$ cat src/rtl/arb_req_pkg.sv
`default_nettype none
// ============================================================================
//  Module      : arb_req_pkg
//  Description : Shared types and default sizing for the arbiter request
//                agent: per-channel state encoding and default parameters.
//  Revision    : 1.0  initial release
// ============================================================================
package arb_req_pkg;

   localparam int NCH_DEF        = 4;
   localparam int LEN_W_DEF      = 4;
   localparam int STARVE_LIM_DEF = 8;

   typedef enum logic [1:0] {
      ST_IDLE    = 2'd0,
      ST_ACTIVE  = 2'd1,
      ST_RELEASE = 2'd2
   } ch_state_t;

endpackage
`default_nettype wire

$ cat src/rtl/arb_req_channel.sv
`default_nettype none
// ============================================================================
//  Module      : arb_req_channel
//  Description : One requester channel. Accepts a burst job, holds its
//                request line until the last granted beat, then drops the
//                request for one cycle before becoming idle again.
//  Ports       : clk, rst        clock / async active-high reset
//                job_valid       job offer
//                job_len         beat count (0 means 2^LEN_W)
//                job_ready       channel idle, able to accept
//                gnt             grant bit for this channel
//                req             request line (decoded from state register)
//                beat, done      granted beat / final beat (combinational)
//                starve          waiting too long without a beat
//  Revision    : 1.0  initial release
// ============================================================================
module arb_req_channel
   import arb_req_pkg::*;
#(
   parameter int LEN_W      = LEN_W_DEF,
   parameter int STARVE_LIM = STARVE_LIM_DEF
) (
   input  logic             clk,
   input  logic             rst,
   input  logic             job_valid,
   input  logic [LEN_W-1:0] job_len,
   output logic             job_ready,
   input  logic             gnt,
   output logic             req,
   output logic             beat,
   output logic             done,
   output logic             starve
);

   localparam int CNT_W = $clog2(STARVE_LIM + 1);
   localparam logic [CNT_W-1:0] C_LIM     = CNT_W'(STARVE_LIM);
   localparam logic [LEN_W:0]   C_REM_ONE = {{LEN_W{1'b0}}, 1'b1};
   localparam logic [LEN_W:0]   C_REM_MAX = {1'b1, {LEN_W{1'b0}}};

   ch_state_t        r_state;
   ch_state_t        w_state_nxt;
   logic [LEN_W:0]   r_remaining;
   logic [CNT_W-1:0] r_wait_cnt;
   logic             w_accept;
   logic             w_last;

   assign w_accept = job_valid && (r_state == ST_IDLE);
   assign w_last   = (r_remaining == C_REM_ONE);

   // State register
   always_ff @(posedge clk or posedge rst) begin
      if (rst) begin
         r_state <= ST_IDLE;
      end else begin
         r_state <= w_state_nxt;
      end
   end

   // Next-state logic
   always_comb begin
      w_state_nxt = r_state;
      case (r_state)
         ST_IDLE:    if (job_valid)     w_state_nxt = ST_ACTIVE;
         ST_ACTIVE:  if (gnt && w_last) w_state_nxt = ST_RELEASE;
         ST_RELEASE: w_state_nxt = ST_IDLE;
         default:    w_state_nxt = ST_IDLE;
      endcase
   end

   // Outputs. A grant in RELEASE is the arbiter's stale registered grant for
   // our last beat and must not count. starve is masked in the beat cycle so
   // it falls exactly when the wait ends.
   always_comb begin
      job_ready = 1'b0;
      req       = 1'b0;
      beat      = 1'b0;
      done      = 1'b0;
      starve    = 1'b0;
      case (r_state)
         ST_IDLE:   job_ready = 1'b1;
         ST_ACTIVE: begin
            req    = 1'b1;
            beat   = gnt;
            done   = gnt && w_last;
            starve = (r_wait_cnt >= C_LIM) && !gnt;
         end
         default: ;
      endcase
   end

   // Remaining-beat and wait counters
   always_ff @(posedge clk or posedge rst) begin
      if (rst) begin
         r_remaining <= '0;
         r_wait_cnt  <= '0;
      end else if (w_accept) begin
         r_remaining <= (job_len == '0) ? C_REM_MAX : {1'b0, job_len};
         r_wait_cnt  <= '0;
      end else if (beat) begin
         r_remaining <= r_remaining - C_REM_ONE;
         r_wait_cnt  <= '0;
      end else if ((r_state == ST_ACTIVE) && (r_wait_cnt != C_LIM)) begin
         r_wait_cnt  <= r_wait_cnt + {{(CNT_W-1){1'b0}}, 1'b1};
      end
   end

endmodule
`default_nettype wire

$ cat src/rtl/arb_req_agent.sv
`default_nettype none
// ============================================================================
//  Module      : arb_req_agent
//  Description : Requester-side front end for a fixed-priority NCH-way
//                arbiter. One channel FSM per request line plus a sticky
//                protocol-error flag watching the grant bus.
//  Ports       : clk, rst        clock / async active-high reset
//                job_valid/len   per-channel job offers
//                job_ready       per-channel idle indication
//                REQ / GNT       arbiter request / grant lines
//                beat, done      per-channel beat / final beat
//                starve          per-channel starvation flag
//                err             sticky: multi-hot grant or grant to idle ch
//  Revision    : 1.0  initial release
// ============================================================================
module arb_req_agent
   import arb_req_pkg::*;
#(
   parameter int NCH        = NCH_DEF,
   parameter int LEN_W      = LEN_W_DEF,
   parameter int STARVE_LIM = STARVE_LIM_DEF
) (
   input  logic                 clk,
   input  logic                 rst,
   input  logic [NCH-1:0]       job_valid,
   input  logic [NCH*LEN_W-1:0] job_len,
   output logic [NCH-1:0]       job_ready,
   output logic [NCH-1:0]       REQ,
   input  logic [NCH-1:0]       GNT,
   output logic [NCH-1:0]       beat,
   output logic [NCH-1:0]       done,
   output logic [NCH-1:0]       starve,
   output logic                 err
);

   localparam logic [NCH-1:0] C_ONE = {{(NCH-1){1'b0}}, 1'b1};

   logic w_multi_hot;
   logic w_idle_gnt;
   logic r_err;

   for (genvar i = 0; i < NCH; i++) begin : g_ch
      arb_req_channel #(
         .LEN_W      (LEN_W),
         .STARVE_LIM (STARVE_LIM)
      ) u_ch (
         .clk       (clk),
         .rst       (rst),
         .job_valid (job_valid[i]),
         .job_len   (job_len[i*LEN_W +: LEN_W]),
         .job_ready (job_ready[i]),
         .gnt       (GNT[i]),
         .req       (REQ[i]),
         .beat      (beat[i]),
         .done      (done[i]),
         .starve    (starve[i])
      );
   end

   // x & (x-1) clears the lowest set bit; anything left means >1 bit high.
   assign w_multi_hot = |(GNT & (GNT - C_ONE));
   assign w_idle_gnt  = |(GNT & job_ready);

   always_ff @(posedge clk or posedge rst) begin
      if (rst) begin
         r_err <= 1'b0;
      end else if (w_multi_hot || w_idle_gnt) begin
         r_err <= 1'b1;
      end
   end

   assign err = r_err;

endmodule
`default_nettype wire
$ cat config.mk
export PLATFORM = sky130hd
export DESIGN_NAME = arb_req_agent
export DESIGN_NICKNAME = d
export VERILOG_FILES = /design/src/rtl/arb_req_pkg.sv /design/src/rtl/arb_req_channel.sv /design/src/rtl/arb_req_agent.sv
export SDC_FILE = /design/constraint.sdc
export NUM_CORES = 1
export LEC_CHECK = 0
export CORE_AREA = 2 2 81 83
export CTS_CLUSTER_DIAMETER = 80
export CTS_CLUSTER_SIZE = 14
export DETAILED_ROUTE_END_ITERATION = 12
export DIE_AREA = 0 0 83 85
export DONT_BUFFER_PORTS = 1
export PLACE_DENSITY = 0.66
export SLEW_MARGIN = 20
export SYNTH_ARGS = -nofsm -noshare
export SYNTH_HDL_FRONTEND = slang
export SYNTH_SLANG_ARGS = --single-unit
$ cat constraint.sdc
create_clock -name clk -period 1.4 [get_ports clk]
set_input_delay 0.28 -clock clk [delete_from_list [all_inputs] [get_ports clk]]
set_output_delay 0.28 -clock clk [all_outputs]
set_load 0.05 [all_outputs]
==> impl_results.md <==
- Final ANT Viol Nets: 0
- Finished layout cell area: 4930 um^2
- H-tree levels: 2
- Hold path depth: 1
- Worst Max-Slew Pin Slew: 0.407 ns
- Average routed wire per standard cell: 18.7 um
- Final core utilization: 0.795
- CP Buf/Inv Count: 2
- Tot Pwr: 9.35 mW
- CTS tree: done
- Effective utilization at floorplan: 0.484
- Post-synth ARST share: 1.00
- FMAX: 0.511 GHz
- Post-Syn Instances: 327
- Cell Chain, Critical Path: inv_2 > ha_4 > nand2_2 > or4_4 > nor2_4 > buf_12
- Unique masters post-synth: 36
- Top-count cell post-synth: dfrtp_1
- Fillers: 335
- Ys Warns: 0
- Vias in the first global route: 3210
- Layout cells sized above 1: 0.582
- Synth Area in Simple Gates: 0.219
- Post-synthesis mux area share: 0.0700
- Fin crit period: 1.96 ns
- WS Path Type: register to output pin
- Clock latency on the worst-skew pair: 0.30 ns
- Final Worst Setup Slack: -0.557 ns
- DRC violation count after routing: 0
- Worst Setup Start Kind: register
- First-pass iteration count of the detailed router: 4
- Clock transition at the registers of the reported paths: 0.08 ns
- Synth-to-Final Area Change: 64.3%
- Initial antenna violation count: 0
- Post-Syn Area per Cell: 9.18 um^2
- Setup TNS: -6.44 ns
- ANT cells: 0
- Worst path slowest cell: or4_4
- Sequential fraction of the synthesis area: 0.375
- Violated checks: negative setup slack
- Port Buffers: 0
- Compound-Gate Fraction of Synth Area: 0.140
- Layout Nets: 482
- Area share of the largest cell type after synthesis: 0.375
- Reg2Reg Depth: 8
- Post-synth EDFFs: 0
- Finish-stage setup viols: 43
- Total core area: 6200 um^2
- Commonest cells post-synth: dfrtp_1, inv_1, o21ai_0
- Vias: 2984
- Boundary Pins: 47
- Synth area leader: dfrtp_1
- Remaining Overflow, GRT: 0
- Synth Flop Type: dfrtp_1
- Critical Path Stages: 6
- Placed inst area: 3700 um^2
- Final period util: 1.40
- Total wire length: 9.65 mm
- Clock buffer depth: 2
- DR vias/cell: 5.77
- Reg2reg start: g_ch[0].u_ch.r_remaining[1]
- Worst hold endpoint: g_ch[0].u_ch.r_state[0]
- Post-Syn Area: 3000 um^2
- Setup Skew: 0.00661 ns
- Crit path max-delay family: simple AND/OR/NAND/NOR gates
- CTS buffer count: 5
- Leading post-synthesis cells by cell area: dfrtp_1, mux2i_1, ha_1
- Leak pwr: 2.22 nW
- Fin. Hold Viols: 0
- Peak VDD IR: 0.00116 V
- CTS Root Cell: clkbuf_8
- DIE AREA: 7060 um^2
- Largest family of logic cells by synthesized area: simple AND/OR/NAND/NOR gates
- Initial DRC count: 130
- Clock sink count: 45
- First-pass GRT wire length: 15.4 mm
- RSZ-0062 raised after global routing: true
- Pin count of the biggest net entering global routing: 31
- Fin. max-slew vios: 0
- Max-capacitance violation count: 0
- Row count: 29
- WP data required: 1.12 ns
- Max incr delay on CP: 0.45 ns
- Rel. slew slack: 0.728
- Register bit count reported by yosys: 45
- Flop2flop setup slack: -0.47 ns
- RR Endpoint: g_ch[0].u_ch.r_remaining[4]
- Status: complete, but fails checks
- Data arrival, critical path: 1.68 ns
- Post-DP HPWL: 5.18 mm
- Pwr dens: 1890 nW/um^2
- Die height: 85 um
- XOR/XNOR Fraction of Synth Area: 0.00875
- Worst Min Path Start: job_valid[0]
- Max FO, Critical Path: 2
- Gr usage total: 0.268
- Net count after synthesis: 369
- RePlAce Congestion: 0.811
- Die Wd: 83 um
- Synth Area in Adders: 0.0667
- Setup crit end kind: output pin
- Hold crit path type: input port to register
==> registers in the layout (all words and copies together) (netlist names) <==
signal / cells
err: 1
g_ch.u_ch.r_state: 8
g_ch.u_ch.r_wait_cnt: 16
g_ch.u_ch.r_remaining: 20
==> layout make-up <==
type	count	area (um^2)	share of cell area
Clock buffer	7	86.3	0.0175
Inverter	37	154	0.0312
Multi-Input combinational cell	213	2070	0.419
Sequential cell	45	1130	0.229
Tap cell	77	96.3	0.0195
Timing Repair Buffer	138	1400	0.284
==> worst reg2reg max path: stages (launching register included) <==
cell       delay (ns)
dfrtp_1          0.41
inv_2            0.09
buf_4            0.11
buf_4            0.09
buf_4            0.11
ha_4             0.13
or3b_2           0.45
a211oi_2         0.24
a2bb2oi_1        0.16
==> how the worst max path moves through the flow <==
stage / startpoint / to / slack [ns]
floorplan: g_ch[0].u_ch.r_remaining[1] / done[0] / -0.18
global placement: g_ch[0].u_ch.r_remaining[1] / done[0] / -0.24
detailed placement: g_ch[0].u_ch.r_remaining[1] / done[0] / -0.28
CTS: g_ch[0].u_ch.r_remaining[1] / done[0] / -0.52
global route: g_ch[0].u_ch.r_remaining[1] / done[0] / -0.61
finish: g_ch[0].u_ch.r_remaining[1] / done[0] / -0.56
==> through the flow <==
stage / hold slack (ns) / worst slack, ns / instances
global route: 0.124 / -0.610 / 517
CTS: 0.118 / -0.523 / 508
finish: 0.120 / -0.557 / 517
floorplan: 0.413 / -0.180 / 327
detailed placement: 0.170 / -0.277 / 453
global placement: 0.174 / -0.238 / 453
==> logic make-up after synthesis <==
group | after synthesis
buf+inv | 69
xor+xnor | 3
mux | 21
simple gates | 105
compound gates | 68
fa+ha+maj | 16
flops | 45
==> per-layer routing <==
metal | track usage | wire length, um | vias up
li1 | - | - | 1371
met2 | 0.476 | 5180 | 100
met4 | 0.133 | 342 | 0
met3 | 0.0545 | 415 | 32
met1 | 0.309 | 3720 | 1481
met5 | 0 | 0 | -
==> power breakdown <==
part,internal [mW],leakage [nW],total [mW],switching [mW]
Sequential,1.79,0.544,2.38,0.592
Clock,0.393,0.0443,0.832,0.440
Combinational,3.36,1.63,6.14,2.78
Total,5.53,2.22,9.35,3.81
==> layout by cell type (no fill, tap or decap), drive strengths merged, types with 3 or more instances in the layout <==
cell / count
nor4: 7
a21oi: 20
mux2i: 21
xnor2: 3
nand3b: 7
and2: 6
nor2: 17
and3b: 4
or4bb: 4
nand2: 9
or3: 11
inv: 37
clkbuf: 7
or3b: 8
ha: 16
a31oi: 3
a2bb2oi: 9
dfrtp: 45
or4: 6
or4b: 4
and3: 4
nand3: 12
nand2b: 4
buf: 137
a211oi: 9
o21ai: 23
==> what timing repair did <==
action,4_1_cts,5_1_grt
hold endpoints to repair,15,0
buffers inserted,48,23
setup endpoints to repair,44,52
cloned,1,0
pin swaps,39,35
hold buffers,1,0
resized for setup,120,68
(Power assumes the default switching activity.)
